**config.mk**
```make
export PLATFORM = sky130hd
export DESIGN_NAME = rca4_serial_ctrl
export DESIGN_NICKNAME = d
export VERILOG_FILES = /design/src/rtl/rca4_serial_ctrl.sv
export SDC_FILE = /design/constraint.sdc
export NUM_CORES = 1
export LEC_CHECK = 0
export CAP_MARGIN = 25
export CORE_MARGIN = 2
export CORE_UTILIZATION = 45
export DETAILED_ROUTE_END_ITERATION = 10
export PLACE_DENSITY = 0.76
export SLEW_MARGIN = 20
export SYNTH_ARGS = -nofsm -noshare
export SYNTH_HDL_FRONTEND = slang
export SYNTH_SLANG_ARGS = --single-unit
```
**constraint.sdc**
```tcl
create_clock -name i_clk -period 3.3 [get_ports i_clk]
set_clock_uncertainty 0.2 [all_clocks]
set_input_delay 0.66 -clock i_clk [delete_from_list [all_inputs] [get_ports i_clk]]
set_output_delay 0.66 -clock i_clk [all_outputs]
set_load 0.005 [all_outputs]
```
**src/rtl/rca4_serial_ctrl.sv**
```systemverilog
// rtl/rca4_serial_ctrl.sv - nibble-serial adder sequencer around a shared 4-bit ripple-carry adder

// 4-bit ripple-carry adder, purely combinational
module rca4 (
  input  logic [3:0] i_a,
  input  logic [3:0] i_b,
  input  logic       i_cin,
  output logic [4:0] o_sum
);

  logic [4:0] w_c;

  assign w_c[0] = i_cin;

  genvar g;
  for (g = 0; g < 4; g++) begin : g_fa
    assign o_sum[g]  = i_a[g] ^ i_b[g] ^ w_c[g];
    assign w_c[g+1]  = (i_a[g] & i_b[g]) | (w_c[g] & (i_a[g] ^ i_b[g]));
  end

  assign o_sum[4] = w_c[4];

endmodule

// Sequencer: captures a W-bit operand pair, then adds one nibble per cycle
// (LSB first) through a single rca4, chaining the carry in r_carry.
module rca4_serial_ctrl #(
  parameter int NIBBLES = 4
) (
  input  logic                 i_clk,
  input  logic                 i_reset,
  input  logic                 i_in_valid,
  output logic                 o_in_ready,
  input  logic [4*NIBBLES-1:0] i_a,
  input  logic [4*NIBBLES-1:0] i_b,
  input  logic                 i_cin,
  output logic                 o_out_valid,
  input  logic                 i_out_ready,
  output logic [4*NIBBLES:0]   o_sum,
  output logic                 o_busy
);

  localparam int W    = 4 * NIBBLES;
  localparam int IDXW = $clog2(NIBBLES) + 1;

  typedef enum logic [1:0] {
    S_IDLE = 2'd0,
    S_RUN  = 2'd1,
    S_DONE = 2'd2
  } state_t;

  state_t            r_state;
  state_t            w_next_state;

  logic [W-1:0]      r_a;
  logic [W-1:0]      r_b;
  logic              r_carry;
  logic [IDXW-1:0]   r_idx;
  logic [W:0]        r_sum;

  logic [3:0]        w_nib_a;
  logic [3:0]        w_nib_b;
  logic              w_nib_c;
  logic [4:0]        w_rca_sum;
  logic              w_last;
  logic              w_accept;

  assign w_last   = (r_idx == IDXW'(NIBBLES - 1));
  assign w_accept = (r_state == S_IDLE) && i_in_valid;
  assign o_sum    = r_sum;

  // Select the active nibble for the adder; inputs held at zero outside RUN so it stays quiet
  always_comb begin
    w_nib_a = 4'd0;
    w_nib_b = 4'd0;
    w_nib_c = 1'b0;
    if (r_state == S_RUN) begin
      w_nib_c = r_carry;
      for (int n = 0; n < NIBBLES; n++) begin
        if (r_idx == IDXW'(n)) begin
          w_nib_a = r_a[4*n +: 4];
          w_nib_b = r_b[4*n +: 4];
        end
      end
    end
  end

  rca4 u_rca4 (
    .i_a   (w_nib_a),
    .i_b   (w_nib_b),
    .i_cin (w_nib_c),
    .o_sum (w_rca_sum)
  );

  // State register
  always_ff @(posedge i_clk) begin
    if (i_reset) begin
      r_state <= S_IDLE;
    end else begin
      r_state <= w_next_state;
    end
  end

  // Next-state and handshake outputs; in_ready depends only on state and reset
  always_comb begin
    w_next_state = r_state;
    o_in_ready   = 1'b0;
    o_out_valid  = 1'b0;
    o_busy       = 1'b0;
    case (r_state)
      S_IDLE: begin
        o_in_ready = ~i_reset;
        if (i_in_valid) begin
          w_next_state = S_RUN;
        end
      end
      S_RUN: begin
        o_busy = 1'b1;
        if (w_last) begin
          w_next_state = S_DONE;
        end
      end
      S_DONE: begin
        o_busy      = 1'b1;
        o_out_valid = 1'b1;
        if (i_out_ready) begin
          w_next_state = S_IDLE;
        end
      end
      default: begin
        w_next_state = S_IDLE;
      end
    endcase
  end

  // Operand capture on acceptance, then one nibble of sum and carry per RUN cycle
  always_ff @(posedge i_clk) begin
    if (i_reset) begin
      r_a     <= '0;
      r_b     <= '0;
      r_carry <= 1'b0;
      r_idx   <= '0;
      r_sum   <= '0;
    end else if (w_accept) begin
      r_a     <= i_a;
      r_b     <= i_b;
      r_carry <= i_cin;
      r_idx   <= '0;
      r_sum   <= '0;
    end else if (r_state == S_RUN) begin
      for (int n = 0; n < NIBBLES; n++) begin
        if (r_idx == IDXW'(n)) begin
          r_sum[4*n +: 4] <= w_rca_sum[3:0];
        end
      end
      if (w_last) begin
        r_sum[W] <= w_rca_sum[4];
      end
      r_carry <= w_rca_sum[4];
      r_idx   <= r_idx + IDXW'(1);
    end
  end

endmodule

```
==> results.yml, run 1 <==
setup_path:
  crit_path_frequent_cell: "fa_2"
  crit_type: "reg2reg"
  worst_setup_path_start_kind: "flip-flop"
  cpLargestDelayFamily: "adder cells"
  worst-path-buf-inv: 3
  crit_fanout: 4
  setup.worst_path.end_class: "flip-flop"
  reg2reg_depth: 12
  arrival_ns: 3.14
  max_stage_delay_ns: 0.58
  path_cells: "ha_1 -> ha_1 -> inv_2 -> and3_4 -> a32oi_2 -> fa_2 -> inv_2 -> fa_2 -> inv_1 -> fa_2 -> fa_2 -> a211oi_1"
  cp.required_ns: 3.26
  rrSetupSlack_ns: 0.12
  slowest_stage: "fa_2"
  r2r-start: "r_idx[0]$_SDFFE_PP0P_"
  r2r-end: "o_sum[15]$_SDFFE_PP0P_"
power:
  ir_drop_v: 0.0003554
  leakagePower_nw: 1.146
  pwr_density_cell_nw_per_um2: 578.0
global_routing:
  grtUsageTotal_pct: 18.61
  grt_start_max_net_pins: 39
  gr-total-overflow: 0
  grt_pass1_wl_um: 9073
  grt_pass1_vias: 1984
  antenna_found_initial: 0
placed_design:
  dpl.hpwl_um: 3932
  portBuffers: 56
  gp_congestion: 0.8279
  place_ws_ns: -0.02378
worst_hold_path:
  hp-class: "reg2reg"
  hp-start: "r_a[9]$_SDFFE_PP0P_"
  hold-path-cell-count: 2
  hold-path-endpoint: "r_a[9]$_SDFFE_PP0P_"
die:
  core_region_area_sq_um: 5172
  chipHeight_um: 77.84
  dieArea_sq_um: 6059
  start_util_pct: 47.44
  io_pins: 57
  die_x_um: 77.84
  rows: 26
clocking:
  numCtsBuffers: 5
  cts_root_buf: "clkbuf_8"
  cts_max_path_buffers: 2
  clock_latency_ns: 0.30
  cts_tree: "yes"
  ctsHoldBuffers: 0
  htreeDepth: 2
  clk_pin_slew_ns: 0.09
  cts.sinks: 55
logic_synthesis:
  yosysUniqueCellTypes: 23
  seq_area_frac_synth_pct: 44.88
  synthesis.area_sq_um: 2454
  synth_cells: 298
  synth_seq_cells: 55
  synth.net_count: 348
  syn_area_per_cell_sq_um: 8.234
  yosysWarnings: 0
detailed_routing:
  routed-via-count: 2101
  vias_per_cell: 4.990
  wl_per_cell_um: 12.79
  dr.pass1.iters: 4
  routed_wl_um: 5383
  drt-initial-drc-count: 163
  drtAntennaViolNets: 0
  drc: 0
sta:
  rsz0062_at_grt: "no"
  tightestPinTransition_ns: 0.7899
  relSlewSlack_pct: 47.34
  min_period_ns: 3.180
  setup_viol: 0
  finalHoldViolations: 0
  max_freq_mhz: 314.4
  setup_ws_ns: 0.1198
  fin_crit_sh_pct: 96.37
  finalMaxSlewViolations: 0
finish:
  nets: 400
  areaGrowthSynthToFinish_pct: 31.16
  antenna_cells: 0
  drive_above_1_share_pct: 9.117
  post-route-util_pct: 62.22
job:
  max-cap-violations: 0
run_status:
  status: "finished, final reports clean"
[cell usage after synthesis]
| cell | instances | area share [%] |
|---|---|---|
| nand2_1 | 76 | 12 |
| dfxtp_1 | 55 | 45 |
| a21oi_1 | 41 | 8.4 |
| nor2_1 | 20 | 3.1 |
| a211oi_1 | 14 | 4.3 |
| buf_2 | 13 | 2.7 |
| nand2b_1 | 13 | 3.3 |
| inv_1 | 10 | 1.5 |
| clkbuf_1 | 9 | 1.4 |
| ha_1 | 9 | 4.6 |
| o21ai_0 | 8 | 1.6 |
| mux2i_1 | 7 | 2.9 |
| a32oi_1 | 6 | 2.1 |
| fa_1 | 4 | 3.3 |
| and3b_1 | 3 | 1.1 |
| a32o_1 | 2 | 0.82 |
| and2_1 | 2 | 0.51 |
| a222oi_1 | 1 | 0.41 |
| and3_1 | 1 | 0.26 |
| buf_6 | 1 | 0.46 |
| nor2b_1 | 1 | 0.26 |
| o211ai_1 | 1 | 0.31 |
| xnor2_1 | 1 | 0.36 |
[kinds of logic (layout without fill, tap and decap cells)]
| family | Yosys count | count (layout) | synth area share [%] |
|---|---|---|---|
| xor+xnor | 1 | 1 | 0.3570 |
| fa+ha+maj | 13 | 13 | 7.853 |
| compound gates | 73 | 73 | 17.95 |
| mux | 7 | 7 | 2.856 |
| buf+inv | 33 | 86 | 6.017 |
| flops | 55 | 55 | 44.88 |
| simple gates | 116 | 116 | 20.09 |
[layout make-up]
| class | count | area, sq um |
|---|---|---|
| Fill cell | 450 | 1954 |
| Multi-Input combinational cell | 210 | 1242 |
| Sequential cell | 55 | 1105 |
| Timing Repair Buffer | 68 | 650.6 |
| Tap cell | 70 | 87.58 |
| Clock buffer | 7 | 86.33 |
| Inverter | 10 | 37.54 |
| Clock inverter | 1 | 8.758 |
[through the flow]
step                std cells  cell area (sq um)  total power, mW  setup TNS (ns)  hold slack (ns)
finish                    421               3218            1.860               0           0.2550
global route              421               3218            1.988               0           0.2875
CTS                       420               3186            1.850               0           0.2572
detailed placement        412               3074            1.463        -0.04804           0.2435
global placement          412               3074            1.448               0           0.2411
floorplan                 298               2454            1.250               0           0.2312
[routing by layer]
metal	up-vias	GRT usage, %	wire [um]
met5	-	0	0
met4	0	6.071	68
met3	6	4.535	268
met2	54	30.34	2443
met1	945	24.13	2602
li1	1096	-	-
[worst max path at each step]
stage                                     start                endpoint  slack [ns]  depth (start not counted)
after floorplan           r_idx[0]$_SDFFE_PP0P_  o_sum[15]$_SDFFE_PP0P_        0.09                         13
after global placement    r_idx[0]$_SDFFE_PP0P_   o_sum[7]$_SDFFE_PP0P_        0.06                         12
after detailed placement  r_idx[0]$_SDFFE_PP0P_  o_sum[15]$_SDFFE_PP0P_       -0.02                         12
after CTS                 r_idx[0]$_SDFFE_PP0P_  o_sum[15]$_SDFFE_PP0P_        0.03                         12
after global routing      r_idx[1]$_SDFFE_PP0P_  o_sum[15]$_SDFFE_PP0P_       0.006                         12
final                     r_idx[0]$_SDFFE_PP0P_  o_sum[15]$_SDFFE_PP0P_        0.12                         12
[flip-flops by register name, indices dropped and copies added, names as in the netlist]
| signal | cells |
|---|---|
| o_sum | 17 |
| r_a | 16 |
| r_b | 16 |
| r_carry | 1 |
| r_idx | 3 |
| r_state | 2 |
[power by group]
group / internal [mW] / switching [mW]
logic: 0.298 / 0.353
clock network: 0.172 / 0.207
registers: 0.765 / 0.0641
[cell usage in the layout (no fill, tap or decap)]
| cell | n |
|---|---|
| and3_4 | 1 |
| ha_1 | 7 |
| inv_2 | 2 |
| and2_1 | 2 |
| mux2i_1 | 7 |
| nor2b_1 | 1 |
| clkbuf_8 | 6 |
| ha_2 | 2 |
| clkdlybuf4s50_1 | 56 |
| a32oi_2 | 1 |
| buf_4 | 12 |
| a211oi_1 | 12 |
| fa_2 | 4 |
| o211ai_1 | 1 |
| inv_1 | 8 |
| clkinv_4 | 1 |
| dfxtp_1 | 54 |
| nand2b_1 | 13 |
| nand2_1 | 76 |
| a211oi_2 | 2 |
| clkbuf_1 | 1 |
| dfxtp_4 | 1 |
| nor2_1 | 20 |
| and3b_1 | 3 |
| a222oi_1 | 1 |
| a32oi_1 | 5 |
| o21ai_0 | 8 |
| a32o_1 | 2 |
| xnor2_1 | 1 |
| a21oi_1 | 41 |
[what timing repair did]
item	in CTS	in global routing
endpoints found under the setup margin	4	5
pin swaps	1	2
gates resized for setup	6	9
buffers inserted	0	1
[tightest hold or removal path, delay by kind of cell (launching register included)]
kind            cells  cell delay, ns
flops               1            0.32
compound gates      1            0.05
simple gates        1            0.05
Note: power is estimated with default switching activity, not from simulation.
==> run 2, diff against run 1 <==
- clock period: 3.3 -> 2.87 ns (I/O delays scaled with it)
==> run 2 against run 1 <==
Against the previous run:
- the flow now finishes with violations (negative setup slack)
- worst hold slack improved by 0.0062 ns
- setup slack got worse by 0.38 ns
- final cell count up 3.3%
- core utilization is 4.8 points higher
- clock power is 16% higher
- register-to-register slack worse by 0.38 ns
- via count rose by 6.1%
- flip-flop and latch count is the same
- sequential share of layout area down 2.4 points
- global-route usage increased by 2.1 points
- fmax is 1.5% higher
- largest power group unchanged
==> results.yml, run 2 (same netlist as run 1, synthesis figures left out) <==
run_status:
  status: "finished, violations left"
  violations: "negative setup slack"
die:
  start_util_pct: 47.44
  io_pins: 57
  chipHeight_um: 77.84
  rows: 26
  die_x_um: 77.84
  core_region_area_sq_um: 5172
  dieArea_sq_um: 6059
detailed_routing:
  wl_per_cell_um: 13.79
  vias_per_cell: 5.124
  routed-via-count: 2229
  drc: 0
  drtAntennaViolNets: 0
  drt-initial-drc-count: 124
  routed_wl_um: 5998
  dr.pass1.iters: 4
setup_path:
  path_cells: "buf_6 -> inv_4 -> ha_4 -> buf_4 -> a21oi_2 -> o21ai_1 -> a32o_2 -> fa_2 -> inv_2 -> fa_2 -> fa_2 -> a211oi_2"
  max_stage_delay_ns: 0.49
  cpLargestDelayFamily: "adder cells"
  slowest_stage: "fa_2"
  worst-path-buf-inv: 4
  setup.worst_path.end_class: "flip-flop"
  crit_path_frequent_cell: "fa_2"
  startpoint: "r_idx[1]$_SDFFE_PP0P_"
  crit_type: "reg2reg"
  worst_setup_path_start_kind: "flip-flop"
  rrSetupSlack_ns: -0.26
  arrival_ns: 3.16
  r2r-end: "o_sum[7]$_SDFFE_PP0P_"
  r2r-start: "r_idx[1]$_SDFFE_PP0P_"
  reg2reg_depth: 12
  crit_fanout: 7
  cp_num_cells: 12
  cp.required_ns: 2.89
  endpoint: "o_sum[7]$_SDFFE_PP0P_"
power:
  combinationalPowerShare_pct: 39.0
  p_clk_share_pct: 19.1
  p_int_mw: 1.506
  ir_drop_v: 0.0004016
  switching_power_uw: 783.6
  p_seq_share_pct: 41.8
  leakagePower_nw: 1.243
  pwr_density_cell_nw_per_um2: 660.2
  switching_share_pct: 34.22
sta:
  whs_ns: 0.2611
  tightestPinTransition_ns: 0.5413
  finalMaxSlewViolations: 0
  finalHoldViolations: 0
  setup_viol: 10
  max_freq_mhz: 319.0
  fin_crit_sh_pct: 109.2
  rsz0062_at_grt: "yes"
  setup_ws_ns: -0.2648
  min_period_ns: 3.135
  relSlewSlack_pct: 63.91
global_routing:
  grt_pass1_wl_um: 9908
  antenna_found_initial: 0
  grt_start_max_net_pins: 39
  grtUsageTotal_pct: 20.71
  gr-total-overflow: 0
  grt_pass1_vias: 2138
finish:
  nets: 414
  post-route-util_pct: 67.05
  multiInputGateArea_sq_um: 1378
  final_common_cell: "nand2_1"
  finalNonFillerCells: 435
  fill_cells: 424
  drive_above_1_share_pct: 19.18
  seqCellArea_sq_um: 1109
  antenna_cells: 0
  areaGrowthSynthToFinish_pct: 41.36
  layout_common_cells: "nand2_1, clkdlybuf4s50_1, dfxtp_1"
  largest_register_ffs: 17
clocking:
  htreeDepth: 2
  cts_root_buf: "clkbuf_8"
  clk_pin_slew_ns: 0.09
  cts_tree: "yes"
  numCtsBuffers: 5
  clock_latency_ns: 0.30
  cts_max_path_buffers: 2
  cts.sinks: 55
  ctsHoldBuffers: 0
job:
  max-cap-violations: 0
placed_design:
  dp_cells: 423
  dpl.hpwl_um: 4051
  portBuffers: 56
  gp_congestion: 0.8310
worst_hold_path:
  hp-class: "reg2reg"
-- run 2: cell count changes in the layout (fill, tap and decap cells not counted), sizes merged --
cell  before  now
buf       12   26
-- run 2: worst register-to-register path: cells and delay by family (launching register included) --
kind / cells / cell delay [ns]
adder cells (fa/ha/maj): 4 / 1.26
AO/OA/AOI/OAI: 4 / 0.81
buffers and inverters: 4 / 0.41
flip-flops: 1 / 0.37
-- run 2: worst min-delay path by stage --
stage          cells past startpoint              endpoint            startpoint
4_1_cts                            2  r_b[15]$_SDFFE_PP0P_  r_b[15]$_SDFFE_PP0P_
3_5_place_dp                       2   r_b[8]$_SDFFE_PP0P_   r_b[8]$_SDFFE_PP0P_
6_report                           2   r_b[8]$_SDFFE_PP0P_   r_b[8]$_SDFFE_PP0P_
3_3_place_gp                       2   r_a[8]$_SDFFE_PP0P_   r_a[8]$_SDFFE_PP0P_
5_1_grt                            2  r_a[10]$_SDFFE_PP0P_  r_a[10]$_SDFFE_PP0P_
2_1_floorplan                      2  r_a[10]$_SDFFE_PP0P_  r_a[10]$_SDFFE_PP0P_
-- run 2: layout make-up --
class	count	area share, %
clock buffers	7	2.489
multi-input cells	210	39.72
clock inverters	1	0.2525
repair buffers	82	21.90
inverters	10	1.154
well taps	70	2.525
flip-flops and latches	55	31.96
-- run 2: per-layer routing --
layer	part of all wire [%]	up-vias	wire length, um	track usage (%)
met2	48	63	2877	34.91
met4	2.7	0	161	6.964
met3	4.6	11	275	3.837
met1	45	1027	2683	26.53
met5	0	-	0	0
li1	-	1128	-	-
-- run 2: power by group through the flow --
stage | registers (mW) | logic (mW) | clock network, mW
after floorplan | 0.954 | 0.529 | 0
after global placement | 0.966 | 0.779 | 0
after detailed placement | 0.971 | 0.792 | 0
after CTS | 0.954 | 0.851 | 0.448
after global routing | 0.973 | 0.990 | 0.482
final | 0.957 | 0.894 | 0.438
-- run 2: metrics by stage --
stage,power [mW],setup WS (ns),instance area [sq um],TNS (ns)
floorplan,1.483,-0.1489,2556,-0.6319
global placement,1.746,-0.2406,3236,-1.178
detailed placement,1.763,-0.3127,3236,-1.587
CTS,2.253,-0.2306,3422,-1.083
global route,2.446,-0.3199,3468,-1.876
finish,2.290,-0.2648,3468,-1.223
-- run 2: timing repair --
action | 4_1_cts | 5_1_grt
buffers inserted | 3 | 1
resized for setup | 16 | 11
endpoints found under the setup margin | 10 | 10
pin swaps | 3 | 9
==> run 3, diff against run 2 <==
- PLACE_DENSITY: 0.76 -> 0.8
==> run 3 against run 2 <==
Against the previous run:
- the flow still finishes with violations (negative setup slack)
- total power increased by 3.0%
- global-route usage is 0.48 points higher
- die area unchanged
- combinational power down 2.5%
- via count down 0.36%
- worst hold slack gained 0.0019 ns
- register-to-register slack improved by 0.08 ns
- count of clock-buffer cells in the layout shrank 1
- routed wire length grew 2.0%
- critical path depth is the same
- critical path type unchanged
==> results.yml, run 3 (same netlist as run 1, synthesis figures left out) <==
global_routing:
  grt_pass1_wl_um: 10210
  antenna_found_initial: 0
  grtUsageTotal_pct: 21.19
  grt_start_max_net_pins: 39
  gr-total-overflow: 0
  grt_pass1_vias: 2172
clocking:
  htreeDepth: 2
  clk_pin_slew_ns: 0.10
  cts_root_buf: "clkbuf_8"
  cts.sinks: 55
  numCtsBuffers: 5
  ctsHoldBuffers: 0
  cts_tree: "yes"
  cts_max_path_buffers: 2
  clock_latency_ns: 0.31
detailed_routing:
  drt-initial-drc-count: 147
  drtAntennaViolNets: 0
  routed_wl_um: 6118
  wl_per_cell_um: 14.10
  vias_per_cell: 5.118
  routed-via-count: 2221
  drc: 0
  dr.pass1.iters: 4
sta:
  min_period_ns: 3.057
  finalHoldViolations: 0
  finalMaxSlewViolations: 0
  relSlewSlack_pct: 62.98
  rsz0062_at_grt: "yes"
  whs_ns: 0.2630
  setup_viol: 6
  setup_ws_ns: -0.1875
  fin_crit_sh_pct: 106.5
  tightestPinTransition_ns: 0.5552
  max_freq_mhz: 327.1
setup_path:
  arrival_ns: 3.06
  setup.worst_path.end_class: "flip-flop"
  worst_setup_path_start_kind: "flip-flop"
  slowest_stage: "fa_2"
  cp.required_ns: 2.87
  crit_fanout: 4
  cpLargestDelayFamily: "adder cells"
  path_cells: "ha_4 -> ha_4 -> inv_2 -> and3_4 -> a32oi_2 -> fa_2 -> inv_2 -> fa_2 -> inv_2 -> fa_2 -> fa_2 -> a211oi_2"
  crit_type: "reg2reg"
  worst-path-buf-inv: 3
  max_stage_delay_ns: 0.62
  crit_path_frequent_cell: "fa_2"
finish:
  final_common_cell: "nand2_1"
  fill_cells: 397
  layout_common_cells: "nand2_1, clkdlybuf4s50_1, dfxtp_1"
  nets: 413
  antenna_cells: 0
  drive_above_1_share_pct: 17.86
  largest_register_ffs: 17
  areaGrowthSynthToFinish_pct: 41.51
worst_hold_path:
  hp-class: "reg2reg"
die:
  dieArea_sq_um: 6059
  start_util_pct: 47.44
  core_region_area_sq_um: 5172
  chipHeight_um: 77.84
  die_x_um: 77.84
  io_pins: 57
  rows: 26
placed_design:
  portBuffers: 56
  gp_congestion: 0.8489
  dpl.hpwl_um: 4310
run_status:
  violations: "negative setup slack"
  status: "finished, violations left"
power:
  leakagePower_nw: 1.242
  pwr_density_cell_nw_per_um2: 679.4
  finalPower_mw: 2.359
  ir_drop_v: 0.0003342
job:
  max-cap-violations: 0
## run 3: cell count changes in the layout (fill, tap and decap cells not counted), sizes merged
cell,before,now
clkbuf,7,6
bufinv,0,1
buf,26,25
## run 3: final cells by class
cell class	count	area [sq um]	area share [%]
clock buffer	6	82.58	2.378
clock inverter	2	35.03	1.009
tap	70	87.58	2.523
multi-input combinational	210	1360	39.17
timing repair buffer	81	755.7	21.77
sequential	55	1106	31.86
inverter	10	45.04	1.297
## run 3: worst min-delay path, stage by stage, from the launching register on
cell,delay (ns)
dfxtp_1,0.32
nand2_1,0.05
a21oi_1,0.05
## run 3: through the flow
step	instances	util, %	instance area [sq um]	setup slack (ns)	setup TNS (ns)
after global routing	434	67.13	3472	-0.2729	-1.723
after detailed placement	423	62.55	3236	-0.2702	-1.345
final	434	67.13	3472	-0.1875	-0.9381
after global placement	423	62.55	3236	-0.1698	-0.7507
after floorplan	298	-	2556	-0.1489	-0.6319
after CTS	433	66.35	3432	-0.2489	-1.213
## run 3: metal layers
layer | track usage [%] | routed length (um) | up-vias | part of all wire [%]
li1 | - | - | 1125 | -
met1 | 26.68 | 2792 | 1021 | 46
met2 | 35.95 | 2929 | 63 | 48
met3 | 3.721 | 273 | 12 | 4.5
met4 | 8.214 | 122 | 0 | 2.0
met5 | 0 | 0 | - | 0
## run 3: worst paths after layout
check	from	endpoint	slack, ns	depth (start not counted)
worst max-delay path	r_idx[0]$_SDFFE_PP0P_	o_sum[7]$_SDFFE_PP0P_	-0.19	12
worst min-delay path	r_b[11]$_SDFFE_PP0P_	r_b[11]$_SDFFE_PP0P_	0.26	2
worst max register to register	r_idx[0]$_SDFFE_PP0P_	o_sum[7]$_SDFFE_PP0P_	-0.19	12
worst min register to register	r_b[11]$_SDFFE_PP0P_	r_b[11]$_SDFFE_PP0P_	0.26	2
## run 3: repair_timing
| item | CTS | global route |
|---|---|---|
| gates resized for setup | 15 | 8 |
| endpoints found under the setup margin | 10 | 10 |
| setup buffers | 2 | 1 |
| gates cloned | 0 | 0 |
| pin swaps | 5 | 7 |
| endpoints found under the hold margin | 0 | 0 |
## run 3: report_power, final
group	switching (mW)	internal, mW	leakage [nW]
combinational	0.466	0.406	0.730
sequential	0.0754	0.880	0.450
clock	0.249	0.283	0.0612
total	0.790	1.57	1.24
==> RTL edit: new RTL, config.mk and constraints of run 1 <==
`NIBBLES`: 4 -> 2.
--- a/src/rtl/rca4_serial_ctrl.sv
+++ b/src/rtl/rca4_serial_ctrl.sv
@@ -25,7 +25,7 @@
 // Sequencer: captures a W-bit operand pair, then adds one nibble per cycle
 // (LSB first) through a single rca4, chaining the carry in r_carry.
 module rca4_serial_ctrl #(
-  parameter int NIBBLES = 4
+  parameter int NIBBLES = 2
 ) (
   input  logic                 i_clk,
   input  logic                 i_reset,
Interface: changed (resized i_a, i_b and o_sum); port bits go from 57 to 33. The function was not compared with the original's and may differ.
==> RTL edit against run 1 <==
  * Combinational power fell by 25%
  * Synthesized area down 41%
  * Maximum frequency increased by 5.3%
  * Cell area down 42%
  * Via count fell by 40%
  * Synthesized cell count is 39% lower
  * Worst hold slack better by 0.0077 ns
  * Wire length fell by 45%
  * Total power fell by 36%
  * Sequential cell count shrank 25
  * Setup slack improved by 0.16 ns
  * Critical path type unchanged
  * Critical endpoint is now o_sum[3]
  * Largest power group is now combinational cells
==> RTL edit: results (changes against run 1) <==
| Metric | Value |
|---|---|
| Status | `finished clean` |
| Clock power frac | `0.198 (-0.006)` |
| Slew Limit Headroom | `0.620 (+0.147)` |
| CTS Root Cell | `clkbuf_4` |
| Worst R2R End | `o_sum[3]` |
| DR vias/cell | `4.82 (-3.5%)` |
| Post-synthesis sequential area ratio | `0.414 (-0.0346)` |
| Synth Area in Adders | `0.116 (+0.0371)` |
| First-pass GRT wire length | `4980 microns (-45%)` |
| Top post-synthesis cells by area | `dfxtp_1, nand2_1, a21oi_1` |
| Vias in the first global route | `1,203 (-39%)` |
| Placer congestion estimate | `0.867 (+4.7%)` |
| Peak supply drop | `305 uV (-14%)` |
| Wire length on met2 | `1500 microns (-39%)` |
| Max reg flops | `9 (-8)` |
| Mux contribution to synthesized area | `0.0345 (+0.00596)` |
| I/O Buffers | `32 (-43%)` |
| Nets | `248 (-38%)` |
| P_int | `0.747 mW (-40%)` |
| Compound-Gate Fraction of Synth Area | `0.140 (-0.0397)` |
| Largest net degree at the start of global routing | `23 (-41%)` |
| Most frequent cells after synthesis | `nand2_1, dfxtp_1, a21oi_1, o21ai_0` |
| M1 WL | `1270 microns (-51%)` |
| Dpl cell area | `0.00182 sq mm (-41%)` |
| Initial DRC count | `21 (-87%)` |
| Sw power | `0.435 mW (-30%)` |
| Total GRT Usage | `0.187 (+0.000475)` |
| Post-DP HPWL | `2230 microns (-43%)` |
| Pre-Repair DR Iteration Count | `6 (+2)` |
| Layout cells sized above 1 | `0.0691 (-0.0220)` |
| Seq pwr | `0.461 mW (-44%)` |
| Xor-xnor portion of the synthesized cell area | `0.00604 (+0.00247)` |
| Non-Filler Instances | `261 (-38%)` |
| Worst-path fanout max | `7 (+3)` |
| R2R depth | `11 (-1)` |
[RTL edit: cell count changes in the layout (fill, tap and decap cells not counted), moves of 8 or more]
cell | before | now
clkdlybuf4s50_1 | 56 | 32
dfxtp_1 | 54 | 30
a21oi_1 | 41 | 21
nand2_1 | 76 | 58
nor2_1 | 20 | 7
a211oi_1 | 12 | 3
nand2b_1 | 13 | 5
[RTL edit: how the worst min path moves through the flow]
stage / start / to / slack, ns / depth (start not counted)
after floorplan: r_a[0] / r_a[0] / 0.24 / 2
after global placement: o_sum[1] / o_sum[1] / 0.24 / 2
after detailed placement: r_a[7] / r_a[7] / 0.25 / 2
after CTS: r_a[7] / r_a[7] / 0.26 / 2
after global routing: r_a[6] / r_a[6] / 0.29 / 2
final: r_a[7] / r_a[7] / 0.26 / 2
[RTL edit: final cells by class]
cell class	count	area, sq um
inverter	8	30.0
fill	298	1170
multi-input combinational	133	764
clock buffer	6	51.3
timing repair buffer	38	365
clock inverter	2	12.5
tap	44	55.1
sequential	30	601
[RTL edit: critical path: stages, from the launching register on]
cell,delay [ns]
dfxtp_1,0.34
inv_1,0.06
ha_1,0.26
nand2_1,0.09
o21ai_0,0.07
and2_1,0.18
fa_1,0.43
fa_1,0.36
inv_1,0.07
fa_1,0.18
fa_1,0.43
a311oi_1,0.26
[RTL edit: kinds of logic (layout without fill, tap and decap cells)]
group | after synthesis | count (layout)
flip-flops | 30 | 30
buffers and inverters | 20 | 54
adder cells (fa/ha/maj) | 11 | 11
AO/OA/AOI/OAI | 36 | 36
multiplexers | 5 | 5
XOR/XNOR | 1 | 1
AND/OR/NAND/NOR | 80 | 80
[RTL edit: layer usage]
metal  vias up  GRT usage
met1       565      0.200
met3         7     0.0469
met5         -          0
met4         0      0.130
met2        29      0.320
li1        656          -
